$ cat src/rtl/hdmi_packet_pkg.sv
// hdmi_packet_pkg: shared definitions for the HDMI data-island packet parser.
//   - packet type codes (HB0)
//   - unpacker state encoding
//   - subpacket byte-select helper
package hdmi_packet_pkg;

    localparam logic [7:0] PKT_NULL  = 8'h00;
    localparam logic [7:0] PKT_ACR   = 8'h01;
    localparam logic [7:0] PKT_AUDIO = 8'h02;
    localparam logic [7:0] PKT_AVI   = 8'h82;
    localparam logic [7:0] PKT_SPD   = 8'h83;
    localparam logic [7:0] PKT_AIF   = 8'h84;

    typedef enum logic {
        IDLE,
        UNPACK
    } unpack_state_t;

    // Byte k (0..6) of a 56-bit subpacket.
    function automatic logic [7:0] sb_byte(input logic [55:0] i_sp, input int unsigned i_k);
        logic [55:0] w_shifted;
        w_shifted = i_sp >> (8 * i_k);
        return w_shifted[7:0];
    endfunction

endpackage

$ cat src/rtl/hdmi_packet_parser_if.sv
// hdmi_packet_parser_if: bundles the parser's packet input bus, status/info
// outputs and the audio sample stream.
//   slave  : the parser (consumes packets, produces results)
//   master : the upstream decoder / downstream consumer side
interface hdmi_packet_parser_if #(
    parameter int unsigned AUDIO_BIT_WIDTH = 16
) ();
    logic                       packet_valid;
    logic                       packet_error;
    logic [23:0]                header;
    logic [3:0][55:0]           sub;
    logic                       video_field_end;
    logic [19:0]                acr_n;
    logic [19:0]                acr_cts;
    logic                       acr_valid;
    logic [6:0]                 avi_vic;
    logic [1:0]                 avi_color;
    logic [1:0]                 avi_aspect;
    logic                       avi_it_content;
    logic                       avi_valid;
    logic                       avi_lost;
    logic [AUDIO_BIT_WIDTH-1:0] audio_left;
    logic [AUDIO_BIT_WIDTH-1:0] audio_right;
    logic                       audio_block_start;
    logic                       audio_valid;
    logic                       audio_ready;
    logic                       audio_overflow;
    logic [7:0]                 checksum_error_count;
    logic [7:0]                 packet_error_count;

    modport slave (
        input  packet_valid, packet_error, header, sub, video_field_end, audio_ready,
        output acr_n, acr_cts, acr_valid,
        output avi_vic, avi_color, avi_aspect, avi_it_content, avi_valid, avi_lost,
        output audio_left, audio_right, audio_block_start, audio_valid, audio_overflow,
        output checksum_error_count, packet_error_count
    );

    modport master (
        output packet_valid, packet_error, header, sub, video_field_end, audio_ready,
        input  acr_n, acr_cts, acr_valid,
        input  avi_vic, avi_color, avi_aspect, avi_it_content, avi_valid, avi_lost,
        input  audio_left, audio_right, audio_block_start, audio_valid, audio_overflow,
        input  checksum_error_count, packet_error_count
    );
endinterface

$ cat src/rtl/hdmi_audio_sample_fifo.sv
// hdmi_audio_sample_fifo: synchronous first-word-fall-through FIFO.
//   clk, rst  : clock, asynchronous active-high reset (empties the FIFO)
//   i_push    : write i_wdata; accepted when not full, or when full with a pop
//   i_pop     : remove head; ignored when empty
//   o_rdata   : head word, valid whenever !o_empty
//   o_full, o_empty : occupancy flags
module hdmi_audio_sample_fifo #(
    parameter int unsigned WIDTH = 33,
    parameter int unsigned DEPTH = 8
) (
    input  logic             clk,
    input  logic             rst,
    input  logic             i_push,
    input  logic [WIDTH-1:0] i_wdata,
    input  logic             i_pop,
    output logic [WIDTH-1:0] o_rdata,
    output logic             o_full,
    output logic             o_empty
);
    localparam int unsigned AW = $clog2(DEPTH);

    logic [WIDTH-1:0] r_mem [DEPTH];
    logic [AW:0]      r_wptr;
    logic [AW:0]      r_rptr;
    logic             w_wr;
    logic             w_rd;

    // Extra pointer MSB distinguishes full from empty.
    assign o_empty = (r_wptr == r_rptr);
    assign o_full  = (r_wptr[AW] != r_rptr[AW]) && (r_wptr[AW-1:0] == r_rptr[AW-1:0]);
    assign w_rd    = i_pop && !o_empty;
    assign w_wr    = i_push && (!o_full || i_pop);
    assign o_rdata = r_mem[r_rptr[AW-1:0]];

    always_ff @(posedge clk or posedge rst) begin
        if (rst) begin
            r_wptr <= '0;
            r_rptr <= '0;
        end else begin
            if (w_wr) r_wptr <= r_wptr + 1'b1;
            if (w_rd) r_rptr <= r_rptr + 1'b1;
        end
    end

    always_ff @(posedge clk) begin
        if (w_wr) r_mem[r_wptr[AW-1:0]] <= i_wdata;
    end
endmodule

$ cat src/rtl/hdmi_packet_parser.sv
// hdmi_packet_parser: classifies decoded HDMI data-island packets.
//   clk_pixel : pixel clock
//   reset     : asynchronous active-high reset
//   bus       : packet input, ACR N/CTS, AVI fields + watchdog, audio sample
//               stream (FWFT, valid/ready), overflow flag, error counters
module hdmi_packet_parser
    import hdmi_packet_pkg::*;
#(
    parameter int unsigned AUDIO_BIT_WIDTH  = 16,
    parameter int unsigned AUDIO_FIFO_DEPTH = 8
) (
    input  logic               clk_pixel,
    input  logic               reset,
    hdmi_packet_parser_if.slave bus
);
    localparam int unsigned W  = AUDIO_BIT_WIDTH;
    localparam int unsigned FW = 2 * W + 1;

    logic [7:0]       w_type;
    logic             w_good;
    logic [7:0]       w_sum;
    logic             w_is_info;
    logic             w_avi_good;
    logic             w_audio_pkt;

    logic [19:0]      r_acr_n, r_acr_cts;
    logic             r_acr_valid;
    logic [6:0]       r_avi_vic;
    logic [1:0]       r_avi_color, r_avi_aspect;
    logic             r_avi_it, r_avi_valid;
    logic [1:0]       r_field_cnt;
    logic [7:0]       r_cksum_err_cnt, r_pkt_err_cnt;
    logic             r_overflow;

    unpack_state_t    r_state, w_next_state;
    logic [3:0][55:0] r_hold;
    logic [3:0]       r_sp, r_b;
    logic [1:0]       r_idx;
    logic             w_push_req;
    logic [55:0]      w_sample;
    logic [FW-1:0]    w_wdata, w_rdata;
    logic             w_full, w_empty, w_pop, w_push;

    assign w_type      = bus.header[7:0];
    assign w_good      = bus.packet_valid && !bus.packet_error;
    assign w_is_info   = (w_type == PKT_AVI) || (w_type == PKT_SPD) || (w_type == PKT_AIF);
    assign w_avi_good  = w_good && (w_type == PKT_AVI) && (w_sum == 8'h00);
    assign w_audio_pkt = w_good && (w_type == PKT_AUDIO);

    always_comb begin
        w_sum = bus.header[7:0] + bus.header[15:8] + bus.header[23:16];
        for (int unsigned i = 0; i < 4; i++) begin
            for (int unsigned k = 0; k < 7; k++) begin
                w_sum = w_sum + sb_byte(bus.sub[i[1:0]], k);
            end
        end
    end

    always_ff @(posedge clk_pixel or posedge reset) begin
        if (reset) begin
            r_acr_n         <= '0;
            r_acr_cts       <= '0;
            r_acr_valid     <= 1'b0;
            r_avi_vic       <= '0;
            r_avi_color     <= '0;
            r_avi_aspect    <= '0;
            r_avi_it        <= 1'b0;
            r_avi_valid     <= 1'b0;
            r_field_cnt     <= '0;
            r_cksum_err_cnt <= '0;
            r_pkt_err_cnt   <= '0;
        end else begin
            r_acr_valid <= w_good && (w_type == PKT_ACR);
            if (w_good && (w_type == PKT_ACR)) begin
                r_acr_cts <= {bus.sub[0][11:8], bus.sub[0][23:16], bus.sub[0][31:24]};
                r_acr_n   <= {bus.sub[0][35:32], bus.sub[0][47:40], bus.sub[0][55:48]};
            end
            if (bus.packet_valid && bus.packet_error && (r_pkt_err_cnt != 8'hFF))
                r_pkt_err_cnt <= r_pkt_err_cnt + 8'd1;
            if (w_good && w_is_info && (w_sum != 8'h00) && (r_cksum_err_cnt != 8'hFF))
                r_cksum_err_cnt <= r_cksum_err_cnt + 8'd1;
            if (w_avi_good) begin
                r_avi_color  <= bus.sub[0][14:13];
                r_avi_aspect <= bus.sub[0][21:20];
                r_avi_it     <= bus.sub[0][31];
                r_avi_vic    <= bus.sub[0][38:32];
                r_avi_valid  <= 1'b1;
            end
            // A good AVI beats a coincident field end; counter stops at 2 so
            // avi_lost stays asserted until the next good AVI.
            if (w_avi_good)
                r_field_cnt <= '0;
            else if (bus.video_field_end && (r_field_cnt != 2'd2))
                r_field_cnt <= r_field_cnt + 2'd1;
        end
    end

    // Unpacker: one subpacket slot per UNPACK cycle.
    always_ff @(posedge clk_pixel or posedge reset) begin
        if (reset) r_state <= IDLE;
        else       r_state <= w_next_state;
    end

    always_comb begin
        w_next_state = r_state;
        w_push_req   = 1'b0;
        case (r_state)
            IDLE:    if (w_audio_pkt) w_next_state = UNPACK;
            UNPACK: begin
                w_push_req = r_sp[r_idx];
                if (r_idx == 2'd3) w_next_state = IDLE;
            end
            default: w_next_state = IDLE;
        endcase
    end

    always_ff @(posedge clk_pixel or posedge reset) begin
        if (reset) begin
            r_hold     <= '0;
            r_sp       <= '0;
            r_b        <= '0;
            r_idx      <= '0;
            r_overflow <= 1'b0;
        end else begin
            if ((r_state == IDLE) && w_audio_pkt) begin
                r_hold <= bus.sub;
                r_sp   <= bus.header[11:8];
                r_b    <= bus.header[19:16];
                r_idx  <= '0;
            end else if (r_state == UNPACK) begin
                r_idx <= r_idx + 2'd1;
            end
            if (((r_state == UNPACK) && w_audio_pkt) || (w_push_req && w_full && !w_pop))
                r_overflow <= 1'b1;
        end
    end

    assign w_sample = r_hold[r_idx];
    assign w_wdata  = {w_sample[23:24-W], w_sample[47:48-W], r_b[r_idx]};
    assign w_pop    = !w_empty && bus.audio_ready;
    assign w_push   = w_push_req && (!w_full || w_pop);

    hdmi_audio_sample_fifo #(
        .WIDTH (FW),
        .DEPTH (AUDIO_FIFO_DEPTH)
    ) u_fifo (
        .clk     (clk_pixel),
        .rst     (reset),
        .i_push  (w_push),
        .i_wdata (w_wdata),
        .i_pop   (w_pop),
        .o_rdata (w_rdata),
        .o_full  (w_full),
        .o_empty (w_empty)
    );

    assign bus.acr_n                = r_acr_n;
    assign bus.acr_cts              = r_acr_cts;
    assign bus.acr_valid            = r_acr_valid;
    assign bus.avi_vic              = r_avi_vic;
    assign bus.avi_color            = r_avi_color;
    assign bus.avi_aspect           = r_avi_aspect;
    assign bus.avi_it_content       = r_avi_it;
    assign bus.avi_valid            = r_avi_valid;
    assign bus.avi_lost             = (r_field_cnt == 2'd2);
    assign bus.audio_left           = w_rdata[FW-1 -: W];
    assign bus.audio_right          = w_rdata[W:1];
    assign bus.audio_block_start    = w_rdata[0];
    assign bus.audio_valid          = !w_empty;
    assign bus.audio_overflow       = r_overflow;
    assign bus.checksum_error_count = r_cksum_err_cnt;
    assign bus.packet_error_count   = r_pkt_err_cnt;
endmodule

$ cat src/flat_wrapper.sv
// flat-port wrapper written by rule: the top's interface ports become plain ports
module hdmi_packet_parser_flat import hdmi_packet_pkg::*;
#(
    parameter int unsigned AUDIO_BIT_WIDTH  = 16,
    parameter int unsigned AUDIO_FIFO_DEPTH = 8
)
  (clk_pixel, reset, bus_packet_valid, bus_packet_error, bus_header, bus_sub, bus_video_field_end, bus_audio_ready, bus_acr_n, bus_acr_cts, bus_acr_valid, bus_avi_vic, bus_avi_color, bus_avi_aspect, bus_avi_it_content, bus_avi_valid, bus_avi_lost, bus_audio_left, bus_audio_right, bus_audio_block_start, bus_audio_valid, bus_audio_overflow, bus_checksum_error_count, bus_packet_error_count);
  hdmi_packet_parser_if #(.AUDIO_BIT_WIDTH(AUDIO_BIT_WIDTH)) bus_i ();
  input  logic clk_pixel;
  input  logic reset;
  input wire logic [$bits(bus_i.packet_valid)-1:0] bus_packet_valid;
  input wire logic [$bits(bus_i.packet_error)-1:0] bus_packet_error;
  input wire logic [$bits(bus_i.header)-1:0] bus_header;
  input wire logic [$bits(bus_i.sub)-1:0] bus_sub;
  input wire logic [$bits(bus_i.video_field_end)-1:0] bus_video_field_end;
  input wire logic [$bits(bus_i.audio_ready)-1:0] bus_audio_ready;
  output wire logic [$bits(bus_i.acr_n)-1:0] bus_acr_n;
  output wire logic [$bits(bus_i.acr_cts)-1:0] bus_acr_cts;
  output wire logic [$bits(bus_i.acr_valid)-1:0] bus_acr_valid;
  output wire logic [$bits(bus_i.avi_vic)-1:0] bus_avi_vic;
  output wire logic [$bits(bus_i.avi_color)-1:0] bus_avi_color;
  output wire logic [$bits(bus_i.avi_aspect)-1:0] bus_avi_aspect;
  output wire logic [$bits(bus_i.avi_it_content)-1:0] bus_avi_it_content;
  output wire logic [$bits(bus_i.avi_valid)-1:0] bus_avi_valid;
  output wire logic [$bits(bus_i.avi_lost)-1:0] bus_avi_lost;
  output wire logic [$bits(bus_i.audio_left)-1:0] bus_audio_left;
  output wire logic [$bits(bus_i.audio_right)-1:0] bus_audio_right;
  output wire logic [$bits(bus_i.audio_block_start)-1:0] bus_audio_block_start;
  output wire logic [$bits(bus_i.audio_valid)-1:0] bus_audio_valid;
  output wire logic [$bits(bus_i.audio_overflow)-1:0] bus_audio_overflow;
  output wire logic [$bits(bus_i.checksum_error_count)-1:0] bus_checksum_error_count;
  output wire logic [$bits(bus_i.packet_error_count)-1:0] bus_packet_error_count;
  assign bus_i.packet_valid = bus_packet_valid;
  assign bus_i.packet_error = bus_packet_error;
  assign bus_i.header = bus_header;
  assign bus_i.sub = bus_sub;
  assign bus_i.video_field_end = bus_video_field_end;
  assign bus_i.audio_ready = bus_audio_ready;
  assign bus_acr_n = bus_i.acr_n;
  assign bus_acr_cts = bus_i.acr_cts;
  assign bus_acr_valid = bus_i.acr_valid;
  assign bus_avi_vic = bus_i.avi_vic;
  assign bus_avi_color = bus_i.avi_color;
  assign bus_avi_aspect = bus_i.avi_aspect;
  assign bus_avi_it_content = bus_i.avi_it_content;
  assign bus_avi_valid = bus_i.avi_valid;
  assign bus_avi_lost = bus_i.avi_lost;
  assign bus_audio_left = bus_i.audio_left;
  assign bus_audio_right = bus_i.audio_right;
  assign bus_audio_block_start = bus_i.audio_block_start;
  assign bus_audio_valid = bus_i.audio_valid;
  assign bus_audio_overflow = bus_i.audio_overflow;
  assign bus_checksum_error_count = bus_i.checksum_error_count;
  assign bus_packet_error_count = bus_i.packet_error_count;
  hdmi_packet_parser #(.AUDIO_BIT_WIDTH(AUDIO_BIT_WIDTH), .AUDIO_FIFO_DEPTH(AUDIO_FIFO_DEPTH)) u_core (.clk_pixel(clk_pixel), .reset(reset), .bus(bus_i));
endmodule
$ cat config.mk
export PLATFORM = sky130hd
export DESIGN_NAME = hdmi_packet_parser_flat
export DESIGN_NICKNAME = d
export VERILOG_FILES = /design/src/rtl/hdmi_packet_pkg.sv /design/src/rtl/hdmi_packet_parser_if.sv /design/src/rtl/hdmi_audio_sample_fifo.sv /design/src/rtl/hdmi_packet_parser.sv /design/src/flat_wrapper.sv
export SDC_FILE = /design/constraint.sdc
export NUM_CORES = 1
export LEC_CHECK = 0
export ABC_CLOCK_PERIOD_IN_PS = 7900
export CAP_MARGIN = 20
export CORE_ASPECT_RATIO = 1.5
export CORE_MARGIN = 4
export CORE_UTILIZATION = 50
export CTS_BUF_LIST = sky130_fd_sc_hd__clkbuf_8
export DETAILED_ROUTE_END_ITERATION = 7
export PLACE_DENSITY = 0.77
export SKIP_CTS_REPAIR_TIMING = 1
export SYNTH_ARGS = -nofsm -noshare
export SYNTH_HDL_FRONTEND = slang
export SYNTH_SLANG_ARGS = --single-unit
$ cat constraint.sdc
create_clock -name clk_pixel -period 7.9 [get_ports clk_pixel]
set_input_delay 1.58 -clock clk_pixel [delete_from_list [all_inputs] [get_ports clk_pixel]]
set_output_delay 1.58 -clock clk_pixel [all_outputs]
set_load 0.03 [all_outputs]
### Yosys cells after proc, flatten, opt, wreduce, memory -nomap -nowiden

Memory sizes are Yosys's and may differ from the RTL's.
Cells that the tools add are included.

| cells by class | value |
|---|---|
| reductions and logical operators | 32 |
| bitwise operators | 1 |
| mux-type cells | 16 |
| $add $sub $neg | 36 |
| equal/unequal tests | 13 |
| magnitude comparators | 1 |

Operators by type and width:

| kind | count |
|---|---|
| $add A8 B8 Y8 | 30 |
| $bmux W56 S2 | 1 |
| $mux W48 | 1 |
| $eq A8 B8 Y1 const B | 3 |
| $logic_and A1 B1 Y1 | 20 |
| $add A8 B1 Y8 const B | 2 |
| $ne A8 B8 Y1 const B | 2 |
| $add A4 B1 Y4 const B | 2 |
| $eq A8 B1 Y1 const B | 1 |
| $eq A8 B2 Y1 const B | 1 |
| $logic_not A8 Y1 | 1 |
| $mux W2 | 4 |
| $reduce_bool A8 Y1 | 1 |
| $mux W1 | 7 |
| $add A2 B1 Y2 const B | 2 |
| $bmux W1 S2 | 2 |
| $eq A2 B2 Y1 const B | 2 |
| $eq A4 B4 Y1 | 1 |
| $logic_not A1 Y1 | 4 |
| $logic_or A1 B1 Y1 | 4 |
| $reduce_bool A2 Y1 | 2 |
| $eq A3 B3 Y1 | 1 |
| $lt A2 B3 Y1 const B | 1 |
| $ne A2 B2 Y1 const B | 1 |
| 3 further kinds | 3 |

| word-level totals | value |
|---|---|
| memories | 1 |
| memory bits (writable) | 264 |
| output and inout port bits | 106 |
| bits in registers | 316 |

Memories:

| name | words | width | rd ports | clocked after Yosys merged registers in | write ports | line | text |
|---|---|---|---|---|---|---|---|
| u_core.u_fifo.r_mem | 8 | 33 | 1 | 0 | 1 | hdmi_audio_sample_fifo.sv:22 | `logic [WIDTH-1:0] r_mem [DEPTH];` |

### Depth between registers and ports, before layout

| logic depth | value |
|---|---|
| depth after elaboration | 33 |
| depth in mapped cells | 24 |

### By module

A second synthesis with hierarchy kept.

| second synthesis, totals | value |
|---|---|
| cells, all modules | 1700 |
| area, all modules | 24562.3 um2 |

Modules (own cells, without submodules):

| module | seq. area each (um2) | cells each | area an instance (um2) | times used |
|---|---|---|---|---|
| hdmi_packet_parser | 5305.1 | 1259 | 13997.2 | 1 |
| hdmi_audio_sample_fifo | 8127.8 | 441 | 10565.1 | 1 |

### Worst setup path before layout

No wires, ideal clock.

| timing | value |
|---|---|
| path type | input to register |
| from | in bus_sub[194] |
| to | reg u_core.r_avi_aspect[0] (netlist: u_core.bus.avi_aspect[0]) |
| buffers on the path | 1 |
| slack | -97 ps |
| required time | 7775 ps |
| cell stages on the path | 21 |
| arrival time | 7872 ps |
| path through | fa_1 inv_1 fa_1 fa_1 inv_1 fa_1 fa_1 inv_1 fa_1 fa_1 inv_1 fa_1 ha_1 inv_1 fa_1 nor4b_1 o221ai_1 a21oi_1 nand3_4 buf_6 mux2_4 |

| between the ends | value |
|---|---|
| cells in the longest elaborated chain, start to end | 6 |

RTL lines:

| element | line | text |
|---|---|---|
| start, declared | flat_wrapper.sv:14 | `input wire logic [$bits(bus_i.sub)-1:0] bus_sub;` |
| $add A8 B8 Y8 (4 in series) | hdmi_packet_parser.sv:54 | `w_sum = w_sum + sb_byte(bus.sub[i[1:0]], k);` |
| $logic_not A8 Y1 | hdmi_packet_parser.sv:47 | `assign w_avi_good = w_good && (w_type == PKT_AVI) && (w_sum == 8'h00);` |
| $logic_and A1 B1 Y1 | hdmi_packet_parser.sv:47 |  |
| end signal, assigned | hdmi_packet_parser.sv:84 | `r_avi_aspect <= bus.sub[0][21:20];` |
| end, declared | hdmi_packet_parser.sv:29 | `logic [1:0] r_avi_color, r_avi_aspect;` |

Every way passes these cells.
A chain may end at the register's enable or synchronous reset.

### Final worst setup path

| timing | value |
|---|---|
| from | in bus_sub[49] |
| to | reg u_core.r_avi_aspect[0] (netlist: u_core.bus.avi_aspect[0]) |

| between the ends | value |
|---|---|
| cells in the longest elaborated chain, start to end | 24 |

RTL lines:

| element | line |
|---|---|
| $add A8 B8 Y8 (22 in series) | hdmi_packet_parser.sv:54 |
| $logic_not A8 Y1 | hdmi_packet_parser.sv:47 |
| $logic_and A1 B1 Y1 | hdmi_packet_parser.sv:47 |

Every way passes these cells.

==> results.toml <==
[synthesis]
synth-main-ff-cell = "edfxtp_1"
ys_seq_elements = 484
ys_warn_count = 0
syn_nets = 1948
synthArstFlopShare_pct = 45.5
synth_cell_type_count = 43
netlist_area_um2 = 24300
avgSynthCellArea_um2 = 16.3
ys_seq_area_share_pct = 55.3
syn_inst = 1488
synth_edf_count = 264

[run_status]
run_status = "finished, final reports clean"

[critical_path]
regToRegSetupSlack_ns = 4.27
worstPathMaxFanout = 6
cp_slowest_cell = "fa_1"
cp.arrival_ns = 8.28
max_stage_delay_ns = 0.63
end_kind = "flip-flop"
crit_path_cell_trace = "clkdlybuf4s50_1, fa_1, inv_1, fa_1, fa_2, fa_1, inv_1, fa_1, inv_1, fa_2, fa_1, inv_1, fa_1, ha_2, inv_1, fa_1, nor4b_4, o221ai_2, a21oi_2, buf_4, nand3_4, clkbuf_16, mux2_4"
crit_top_cell = "fa_1"
regToRegStartpoint = "u_core.u_fifo.r_rptr[0]"
worstSetupPathType = "input port to flip-flop"
rr_worst_depth = 6
cp.required_ns = 8.41
crit_path_start_kind = "input port"
worstReg2RegEnd = "u_core.u_fifo.r_mem[5][10]"

[floorplan]
die-area_um2 = 52200
die_height_um = 278
die_width_um = 188
initial_core_util_pct = 50.8
pin_count = 360
rows = 98
core_area_um2 = 47800

[hold_path]
hold_end = "u_core.bus.audio_overflow"
min_path_type = "flip-flop to flip-flop"
min_from = "u_core.bus.audio_overflow"
min_path_cells = 1

[cts]
clk-insertion-delay-late_ns = 0.63
cts_buffer_depth = 3
cts_sinks = 484
cts_tree = "yes"
htreeDepth = 3
path_clk_slew_ns = 0.06
root_buffer = "clkbuf_8"
cts_buffers = 72

[route]
first_pass_iters = 5
drt_wl_total_um = 70100
vias = 14600
first_iter_violations = 948
drc_errors = 0
drtAntennaViolNets = 0
avgRoutedWirePerCell_um = 26.6
routed_via_density = 5.54

[sta]
worst_slew_pin_slew_ns = 1.04
slew_headroom_pct = 30.7
finalSetupViolCount = 0
min_period_over_period_pct = 98.4
fin_skew_ns = 0.0253
fmaxAchievable_ghz = 0.129
final-hold-violation-count = 0
drv_slew = 0
period_needed_ns = 7.77

[cells_and_area]
nFillCells = 3386
post-route-util_pct = 65.2
areaGrowthSynthToFinish_pct = 28.5
nets = 2428
layout_common_cells = "clkdlybuf4s50_1 (300), edfxtp_1 (264), dfrtp_1 (216), mux2_2 (171), inv_1 (165)"
drive_above_1_share_pct = 27.6
layout_commonest_cell = "clkdlybuf4s50_1"

[grt]
grt_pass1_vias = 16300
overflow = 0
grt_antenna_before_repair = 24
grt_start_max_net_pins = 161
track_usage_pct = 26.8
grt_pass1_wl_um = 103000

[flow_run]
drv_cap = 0

[placement]
hpwl_um = 52800
place_congestion = 0.909
io_buffers = 359
[through the flow]
step	cell area [um2]	setup slack, ns	std cells	TNS (ns)	hold WS (ns)
4_1_cts	30800	-0.254	2621	-2.11	0.478
2_1_floorplan	24300	0.0172	1488	0	0.462
5_1_grt	31200	-0.0218	2636	-0.128	0.498
3_3_place_gp	29300	-0.769	2490	-15.37	0.443
3_5_place_dp	29300	-0.928	2490	-17.00	0.462
6_report	31200	0.127	2640	0	0.476
[synth_stat cells (4+ instances only)]
cell	instances	area, um2
mux4_2	100	2250
a2111oi_1	4	40.0
fa_1	177	3540
xnor2_1	63	552
inv_1	156	586
nor2_1	11	41.3
clkbuf_1	46	173
nand4_1	5	31.3
dfrtp_1	220	5510
buf_1	7	26.3
edfxtp_1	264	7930
nand2b_1	5	31.3
mux2_4	9	135
mux2_2	171	1930
ha_1	29	363
mux2_1	5	56.3
a21oi_1	7	35.0
nand2_1	145	544
xor2_1	17	149
nand3_1	6	30.0
nor3_1	5	25.0
[cell families after synthesis]
family                   Yosys count  share of synthesized area, %
flip-flops                       484                          55.3
multiplexers                     287                          18.1
buffers and inverters            212                          3.32
adder cells (fa/ha/maj)          206                          16.1
AND/OR/NAND/NOR                  192                          3.36
XOR/XNOR                          83                          3.16
AO/OA/AOI/OAI                     24                         0.675
[area by class of cell]
cell class	count	area, um2	area share, %
Antenna cell	15	37.5	0.120
Clock buffer	89	1220	3.93
Clock inverter	42	284	0.910
Inverter	156	593	1.90
Multi-Input combinational cell	792	10300	32.9
Sequential cell	484	13400	43.1
Tap cell	600	751	2.41
Timing Repair Buffer	462	4590	14.7
[registers in the layout, indices dropped and copies added (netlist names), 4 cells and up]
register and count:
u_core.bus.packet_error_count 8, u_core.bus.avi_vic 7, u_core.bus.acr_cts 20, u_core.bus.acr_n 20, u_core.u_fifo.r_rptr 4, u_core.r_hold 128, u_core.u_fifo.r_mem 264, u_core.r_b 4
u_core.r_sp 4, u_core.u_fifo.r_wptr 4, u_core.bus.checksum_error_count 8
[worst max-delay path by stage]
| stage | start | endpoint | cells after the start |
|---|---|---|---|
| 2_1_floorplan | bus_sub[194] | u_core.bus.avi_aspect[0] | 22 |
| 3_3_place_gp | bus_sub[194] | u_core.bus.checksum_error_count[1] | 23 |
| 3_5_place_dp | bus_sub[194] | u_core.bus.checksum_error_count[5] | 23 |
| 4_1_cts | bus_sub[194] | u_core.bus.checksum_error_count[5] | 23 |
| 5_1_grt | bus_sub[120] | u_core.bus.avi_aspect[0] | 21 |
| 6_report | bus_sub[49] | u_core.bus.avi_aspect[0] | 23 |
[metal layers]
metal	routed length, um	vias to the layer above	share of wire, %	global-route usage (%)
li1	-	6199	-	-
met1	23400	7572	33	29.7
met2	37500	650	54	47.9
met3	4650	180	6.6	6.27
met4	4470	18	6.4	14.1
met5	115	-	0.16	0
[critical path: cells and delay by family]
kind / cells / cell delay (ns)
buffers and inverters: 8 / 1.15
AOI/OAI and AO/OA: 2 / 0.26
muxes: 1 / 0.30
adders and majority gates: 10 / 4.65
and+or+nand+nor: 2 / 0.32
Power is not shown: default switching activity piles up to over one toggle a cycle in this logic, so the estimate is an artifact.
